**src/rtl/imm_pkg.sv**
```systemverilog
// Shared encodings for the immediate generator.
// Format selectors and skid-buffer FSM states.
package imm_pkg;

  localparam logic [2:0] IMM_I     = 3'b000;
  localparam logic [2:0] IMM_S     = 3'b001;
  localparam logic [2:0] IMM_B     = 3'b010;
  localparam logic [2:0] IMM_J     = 3'b011;
  localparam logic [2:0] IMM_U     = 3'b100;
  localparam logic [2:0] IMM_SHAMT = 3'b101;
  localparam logic [2:0] IMM_ZIMM  = 3'b110;
  localparam logic [2:0] IMM_RSVD  = 3'b111;

  // bit0 = M valid, bit1 = K valid
  typedef enum logic [1:0] {
    ST_EMPTY = 2'b00,
    ST_FULL1 = 2'b01,
    ST_FULL2 = 2'b11
  } state_t;

endpackage

```
**src/rtl/imm_extend_pipe_decode.sv**
```systemverilog
// Combinational RV immediate decoder.
// instr + ImmSrc -> XLEN-bit immediate and illegal flag.
module imm_decode
  import imm_pkg::*;
#(
  parameter int XLEN = 32
) (
  input  logic [31:0]     instr,
  input  logic [2:0]      ImmSrc,
  output logic [XLEN-1:0] ImmExt,
  output logic            illegal
);

  logic [31:0] imm32;
  logic        sext;
  logic        unused_op;

  assign unused_op = ^instr[6:0];

  always_comb begin
    imm32   = '0;
    sext    = 1'b1;
    illegal = 1'b0;
    unique case (ImmSrc)
      IMM_I: imm32 = {{20{instr[31]}}, instr[31:20]};
      IMM_S: imm32 = {{20{instr[31]}}, instr[31:25],
                      instr[11:7]};
      IMM_B: imm32 = {{19{instr[31]}}, instr[31],
                      instr[7], instr[30:25],
                      instr[11:8], 1'b0};
      IMM_J: imm32 = {{11{instr[31]}}, instr[31],
                      instr[19:12], instr[20],
                      instr[30:21], 1'b0};
      IMM_U: imm32 = {instr[31:12], 12'b0};
      IMM_SHAMT: begin
        sext = 1'b0;
        if (XLEN == 64)
          imm32 = {26'b0, instr[25:20]};
        else
          imm32 = {27'b0, instr[24:20]};
      end
      IMM_ZIMM: begin
        sext  = 1'b0;
        imm32 = {27'b0, instr[19:15]};
      end
      IMM_RSVD: begin
        sext    = 1'b0;
        illegal = 1'b1;
      end
      default: begin
        sext    = 1'b0;
        illegal = 1'b1;
      end
    endcase
    ImmExt = sext ? XLEN'($signed(imm32))
                  : XLEN'(imm32);
  end

endmodule

```
**src/rtl/imm_extend_pipe.sv**
```systemverilog
// Registered immediate generator with 2-entry skid buffer.
// M drives the outputs; K absorbs one beat of back-pressure.
module imm_extend_pipe
  import imm_pkg::*;
#(
  parameter int XLEN  = 32,
  parameter int TAG_W = 32
) (
  input  logic             clk,
  input  logic             rst_n,
  input  logic             flush,
  input  logic             in_valid,
  output logic             in_ready,
  input  logic [31:0]      instr,
  input  logic [2:0]       ImmSrc,
  input  logic [TAG_W-1:0] tag_in,
  output logic             out_valid,
  input  logic             out_ready,
  output logic [XLEN-1:0]  ImmExt,
  output logic             illegal,
  output logic [TAG_W-1:0] tag_out
);

  state_t state, state_n;

  logic [XLEN-1:0]  d_imm;
  logic             d_ill;

  logic [XLEN-1:0]  m_imm, k_imm;
  logic             m_ill, k_ill;
  logic [TAG_W-1:0] m_tag, k_tag;

  logic accept;
  logic ld_m_new;
  logic ld_m_k;
  logic ld_k;

  imm_decode #(.XLEN(XLEN)) u_dec (
    .instr   (instr),
    .ImmSrc  (ImmSrc),
    .ImmExt  (d_imm),
    .illegal (d_ill)
  );

  // Ready/valid come straight from state bits.
  assign in_ready  = ~state[1];
  assign out_valid = state[0];
  assign ImmExt    = m_imm;
  assign illegal   = m_ill;
  assign tag_out   = m_tag;

  assign accept   = in_valid & in_ready;
  assign ld_m_new = accept &
                    ((state == ST_EMPTY) | out_ready);
  assign ld_k     = accept & (state == ST_FULL1) &
                    ~out_ready;
  assign ld_m_k   = (state == ST_FULL2) & out_ready;

  always_comb begin
    state_n = state;
    unique case (state)
      ST_EMPTY: begin
        if (accept) state_n = ST_FULL1;
      end
      ST_FULL1: begin
        if (accept && !out_ready)
          state_n = ST_FULL2;
        else if (!accept && out_ready)
          state_n = ST_EMPTY;
      end
      ST_FULL2: begin
        if (out_ready) state_n = ST_FULL1;
      end
      default: state_n = ST_EMPTY;
    endcase
    if (flush) state_n = ST_EMPTY;
  end

  always_ff @(posedge clk or negedge rst_n) begin
    if (!rst_n) state <= ST_EMPTY;
    else        state <= state_n;
  end

  always_ff @(posedge clk or negedge rst_n) begin
    if (!rst_n) begin
      m_imm <= '0;
      m_ill <= 1'b0;
      m_tag <= '0;
      k_imm <= '0;
      k_ill <= 1'b0;
      k_tag <= '0;
    end else if (!flush) begin
      if (ld_k) begin
        k_imm <= d_imm;
        k_ill <= d_ill;
        k_tag <= tag_in;
      end
      if (ld_m_new) begin
        m_imm <= d_imm;
        m_ill <= d_ill;
        m_tag <= tag_in;
      end else if (ld_m_k) begin
        m_imm <= k_imm;
        m_ill <= k_ill;
        m_tag <= k_tag;
      end
    end
  end

endmodule

```
**config.mk**
```make
export PLATFORM = sky130hd
export DESIGN_NAME = imm_extend_pipe
export DESIGN_NICKNAME = d
export VERILOG_FILES = /design/src/rtl/imm_pkg.sv /design/src/rtl/imm_extend_pipe_decode.sv /design/src/rtl/imm_extend_pipe.sv
export SDC_FILE = /design/constraint.sdc
export NUM_CORES = 1
export LEC_CHECK = 0
export CAP_MARGIN = 20
export CELL_PAD_IN_SITES_DETAIL_PLACEMENT = 1
export CELL_PAD_IN_SITES_GLOBAL_PLACEMENT = 1
export CORE_MARGIN = 2
export CORE_UTILIZATION = 34
export CTS_BUF_LIST = sky130_fd_sc_hd__clkbuf_4
export CTS_CLUSTER_DIAMETER = 200
export DETAILED_ROUTE_END_ITERATION = 10
export GPL_ROUTABILITY_DRIVEN = 0
export PLACE_DENSITY_LB_ADDON = 0.05
export SETUP_SLACK_MARGIN = 0.2
export SLEW_MARGIN = 25
export SYNTH_ARGS = -nofsm -noshare
export SYNTH_HDL_FRONTEND = slang
export SYNTH_SLANG_ARGS = --single-unit
```
**constraint.sdc**
```tcl
create_clock -name clk -period 4.26 [get_ports clk]
set_clock_uncertainty 0.1 [all_clocks]
set_input_delay 0.639 -clock clk [delete_from_list [all_inputs] [get_ports clk]]
set_output_delay 0.639 -clock clk [all_outputs]
set_load 0.005 [all_outputs]
```
Yosys cells after proc, flatten, opt, wreduce, memory -nomap -nowiden
Cells that the tools add are included.
- register bits: 132
- bits in latches: 0
- RAM bits: 0
- ROM bits: 0
- output and inout port bits: 67
- word-level logic and storage cells: 52
- memories: 0
- add/subtract/negate cells: 0
- multiply operators: 0
- div/mod/pow operators: 0
- $lt $le $gt $ge: 0
- equality and inequality tests: 12
- shift-type cells: 0
- muxes and demuxes: 14
- bitwise operators: 9
- reductions and logical operators: 10
- operator list (cell ; count):
    $pmux 32 s7 ; 1
    $mux 32 ; 4
    $eq 3x3->1 const B ; 4
    $mux 2 ; 5
    $eq 3x2->1 const B ; 2
    $ne 3x3->1 const B ; 2
    $pmux 2 s3 ; 1
    $and 1x1->1 ; 5
    $ne 4x2->1 const B ; 1
    $reduce_and 2->1 ; 2
    $eq 3x1->1 const B ; 1
    $logic_not 3->1 ; 1
    $mux 1 ; 3
    $not 1->1 ; 3
    $reduce_and 3->1 ; 1
    $eq 2x1->1 const B ; 1
    $eq 2x2->1 const B ; 1
    $logic_and 1x1->1 ; 2
    $logic_not 1->1 ; 2
    $logic_not 2->1 ; 1
    $reduce_bool 2->1 ; 1
    $or 1x1->1 ; 1

Logic depth before layout (Yosys ltp)
- depth after elaboration: 8
- mapped depth: 8
- gate-level depth less buffers: 7

Modules after synthesis
Synthesis repeated with hierarchy kept, for this count alone.
- cells, all modules: 452
- area total of the unflattened synthesis: 6617.6 um^2
- by module, submodules not included (module ; instances ; cells each ; area each (um^2) ; seq. area each (um^2)):
    imm_extend_pipe ; 1 ; 370 ; 6030.8 ; 3303.2
    imm_decode ; 1 ; 82 ; 586.8 ; 0.0

Worst setup path before layout
OpenSTA, ideal clock, no wires.
- kind: input -> register
- from: in ImmSrc[2]
- to: reg m_imm[0] (netlist: ImmExt[0])
- setup time: 0.121 ns
- data arrival time: 1.724 ns
- required time: 4.039 ns
- slack: 2.315 ns
- stages on the path: 6
- buffers on the path: 2
- cells stage by stage: buf_2 buf_6 mux2_2 a211oi_1 nand2_1 a22o_1
- longest elaborated chain between the ends: 3
- elaborated cells between the ends (all ways): 9
- those cells by class: eq/ne: 6; mux: 2; reduce/logical: 1
- ends and longest elaborated chain (item ; RTL line ; source):
    start, declared ; imm_extend_pipe.sv:15 ; input logic [2:0] ImmSrc,
    $eq 3x3->1, or another cell as far along ; n/a ;
    $pmux 32 s7 (*) ; imm_extend_pipe_decode.sv:24 ; unique case (ImmSrc)
    $mux 32 (*) ; imm_extend_pipe.sv:98 ; if (ld_m_new) begin
    end signal, assigned ; imm_extend_pipe.sv:99 ; m_imm <= d_imm;
    end signal, assigned ; imm_extend_pipe.sv:103 ; m_imm <= k_imm;
    end, declared ; imm_extend_pipe.sv:29 ; logic [XLEN-1:0] m_imm, k_imm;
Every way passes the cells marked *; elsewhere a longest branch is shown, timed or not.
A chain may end at the register's enable or synchronous reset.

Worst setup path after layout
- from: in in_valid
- to: reg m_tag[31] (netlist: tag_out[31])
- longest elaborated chain between the ends: 4
- elaborated cells between the ends (all ways): 5
- those cells by class: mux: 1; bitwise: 2; reduce/logical: 2
- ends and longest elaborated chain (item ; RTL line ; source):
    start, declared ; imm_extend_pipe.sv:12 ; input logic in_valid,
    $and 1x1->1 (*) ; imm_extend_pipe.sv:52 ; assign accept = in_valid & in_ready;
    $and 1x1->1 (*) ; imm_extend_pipe.sv:53 ; assign ld_m_new = accept &
    $reduce_bool 2->1 (no line) ; n/a ;
    $reduce_and 2->1 (no line) ; n/a ;
    end signal, assigned ; imm_extend_pipe.sv:101 ; m_tag <= tag_in;
    end signal, assigned ; imm_extend_pipe.sv:105 ; m_tag <= k_tag;
    end, declared ; imm_extend_pipe.sv:31 ; logic [TAG_W-1:0] m_tag, k_tag;
Marks and branches as above.

==> results by group <==
STA
  – Remaining max-slew budget at the tightest pin: about two fifths
  – Number of setup violations in the final report: 0
  – Slew @ Worst Pin: 0.915 ns
  – Total negative slack for setup checks: 0 ns
  – Fmax achieved: 0.395 GHz
  – Period utilization: about three fifths
  – Final setup margin: 1.73 ns
  – Max-slew violation total from the final report: 0
  – Setup repair after global routing missed its margin: no
  – Number of failing hold endpoints at the final stage: 0
  – Minimum clock period after layout: about 2.5 ns

Clock tree
  – CTS tree: built
  – # clock sinks: around 130
  – Clock Pin Slew Worst Setup and Hold Paths: roughly 0.12 ns
  – Maximum buffer depth of the clock tree: 2
  – Count of buffers added by post-CTS timing repair for setup: 0
  – CTS Root Cell: clkbuf_4
  – CTS Hold Bufs: 0
  – Clk_lat worst skew: around 0.54 ns
  – Post-cts sizing count: 0
  – Htree depth: 4
  – Number of clock buffers inserted by TritonCTS: 17

GRT
  – Grt total ovfl: 0
  – Via count of the first global-routing pass: ~5700
  – Wire length of the first global-routing pass: ~30 mm
  – Total GRT Usage: between 10% and 20%
  – Largest net degree at the start of global routing: around 110
  – Antenna violations before repair: 2

Power
  – Leak: about 0.0037 uW
  – Post-route total power: roughly 4900 uW
  – Worst vdd rail ir drop: 188 uV
  – Internal power component: around 3400 uW
  – Proportion of power drawn by flip-flops and latches: 43.2%
  – Share of total power in combinational logic: between 30% and 40%
  – Power density normalized to cell area: between 500 and 600 nW/um^2
  – Switching power as a share of total power: between 20 and 30%
  – Power share of the clock group: 22.1%
  – Switching power of the nets: between 1000 and 1500 uW

Setup path
  – Beginning of the worst register-to-register path: state[1]$_DFFE_PN0P_
  – FF-to-FF setup slack: approximately 1.8 ns
  – Startpoint type of the worst setup path: input port
  – Critical Path End Type: flop
  – Start point of the critical path: in_valid
  – Arrival time of the worst setup path: about 2.9 ns
  – Worst reg2reg endpoint: tag_out[31]$_DFFE_PN0P_
  – Worst-path fanout max: 32
  – Cell depth of the worst flop-to-flop path: 6
  – Start-to-end type of the worst setup path: input port to flop
  – CP required: around 4.6 ns
  – Capturing element of the worst setup path: tag_out[31]$_DFFE_PN0P_

Logic synthesis
  – Mean Syn Cell Area: roughly 11 sq um
  – Post-Syn Nets: about 660
  – Cell area after synthesis: 6450 sq um
  – Sequential area share after synthesis: about half
  – Ys async rst share: 100%
  – Most instantiated flip-flop cell in the synthesis netlist: dfrtp_1
  – Number of warnings reported in the yosys synthesis log: 0
  – Portion of synthesized cell area occupied by the leading cell type: approximately half
  – Count of different cell masters after synthesis: 47
  – Number of enable flip-flop cells after synthesis: 0
  – Top post-synthesis cells by area: dfrtp_1 (51%), mux2_2 (8.0%), o21ai_0 (7.8%)
  – Synthesized instance count: between 500 and 600
  – FF+latch count, synth: about 130
  – Library cell occupying the most area in the post-synthesis netlist: dfrtp_1

Routing
  – Number of DRC markers in iteration 0: about 220
  – Number of nets with antenna violations after detailed routing: 0
  – DRC errors left: 0
  – Routed vias: between 5000 and 6000
  – Detailed-route wire length per cell: roughly 19 um
  – Count of TritonRoute iterations in the first routing pass: 4
  – Routed via count divided by cell count: 5.33
  – Total Routed Length: between 15 and 20 mm

Flow run
  – Count of max-cap constraint violations: 0

Die
  – Cell row count: 50
  – Count of pins on the block boundary: 139
  – Effective utilization at floorplan: between 30% and 40%
  – Floorplan die height: 142 um
  – Total Die Area: between 20000 and 25000 sq um
  – Die Span X: between 100 and 150 um
  – Core area: 18600 sq um

Final layout
  – Number of fill cells in the layout: between 2000 and 2500
  – Synth-to-layout area growth: 28.8%
  – Number of nets in the layout: around 770
  – Share of layout cells above drive strength 1: between 10% and 20%
  – Cell area after layout: 8310 sq um
  – Footprint of the multi-input gates: slightly below 3000 sq um
  – Sequential cell area: 3300 sq um

Placement
  – HPWL after detailed placement: between 10 and 15 mm
  – Number of buffers inserted by port buffering: about 130
  – Placed inst area: between 7000 and 8000 sq um
  – Pre-CTS setup slack: approximately 1.1 ns

Status
  – Status: completed

Hold path
  – Hold crit path type: input port to async pin
## per-stage QoR
step	hold WS, ns	instances	utilization [%]
3_3_place_gp	0.356	911	42.6
3_5_place_dp	0.364	911	42.6
6_report	0.0473	944	44.6
4_1_cts	0.135	943	44.6
5_1_grt	0.110	944	44.6
2_1_floorplan	0.243	584	-
## power by group through the flow
stage	logic, uW	registers [uW]	clock network, uW
2_1_floorplan	832	2100	0
3_3_place_gp	1680	2110	0
3_5_place_dp	1740	2150	0
4_1_cts	1740	2120	1110
5_1_grt	1890	2200	1180
6_report	1700	2110	1080
## worst min-delay path by stage
stage,from,endpoint,slack (ns),depth (start not counted)
3_5_place_dp,k_imm[22]$_DFFE_PN0P_,k_imm[22]$_DFFE_PN0P_,0.36,2
4_1_cts,rst_n,k_imm[18]$_DFFE_PN0P_,0.14,1
2_1_floorplan,rst_n,ImmExt[0]$_DFFE_PN0P_,0.24,0
6_report,rst_n,ImmExt[10]$_DFFE_PN0P_,0.05,1
5_1_grt,rst_n,ImmExt[21]$_DFFE_PN0P_,0.11,1
3_3_place_gp,k_imm[7]$_DFFE_PN0P_,k_imm[7]$_DFFE_PN0P_,0.36,2
## cells in the mapped netlist (all sizes together) (5+ instances only)
master	n
buf	24
and3b	6
nand4	7
clkbuf	26
ha	5
dfrtp	132
nand2	34
a21oi	16
inv	6
nor2	12
nand4b	7
nor2b	6
mux2i	47
nand3	48
o31ai	5
o21ai	107
mux2	59
## cells in the final DEF, fill, tap and decap left out, types with 3 or more instances in the layout
master,instances
dfrtp_1,132
a22oi_1,4
mux2_4,13
and3b_1,6
ha_1,5
mux2_2,46
bufinv_16,6
nand4_1,7
or4bb_1,4
o21ai_0,101
nand2_1,34
mux2i_1,47
clkinv_1,3
nand3_1,47
nand4bb_1,3
o21a_1,3
nand4b_1,7
buf_4,10
o211a_1,3
nor2_1,11
clkbuf_4,18
o21ai_1,4
nor2b_1,5
o31ai_1,5
clkdlybuf4s50_1,128
a21oi_1,16
inv_1,5
## cells by family after synthesis
| family | Yosys count | share of synthesized area (%) |
|---|---|---|
| compound gates | 147 | 12.8 |
| flops | 132 | 51.2 |
| mux | 106 | 18.4 |
| fa+ha+maj | 5 | 0.970 |
| buf+inv | 56 | 4.36 |
| xor+xnor | 1 | 0.252 |
| simple gates | 137 | 12.1 |
## critical path, stage by stage
cell and delay, ns:
clkdlybuf4s50_1 0.46, nand2b_4 0.26, inv_4 0.11, o21ai_4 0.14, and2_2 0.77, buf_4 0.34
o21ai_0 0.12
## cell type report
| class | count | share of cell area (%) |
|---|---|---|
| clock buffer | 18 | 1.63 |
| timing repair buffer | 143 | 17.1 |
| tap | 234 | 3.52 |
| clock inverter | 14 | 2.80 |
| sequential | 132 | 39.8 |
| multi-input combinational | 396 | 34.9 |
| antenna | 1 | 0.0301 |
| inverter | 6 | 0.301 |
## metal layers
layer  track usage (%)  vias up  share of wire, %
li1                  -     2335                 -
met1              24.0     2582                45
met2              33.0       99                50
met3              4.93       15               4.4
met4              5.26        0               1.1
met5                 0        -                 0
## sequential cells by signal (all words and copies together) (netlist names)
| signal | count |
|---|---|
| ImmExt | 32 |
| illegal | 1 |
| k_ill | 1 |
| k_imm | 32 |
| k_tag | 32 |
| state | 2 |
| tag_out | 32 |
Note: power is estimated with default switching activity, not from simulation.
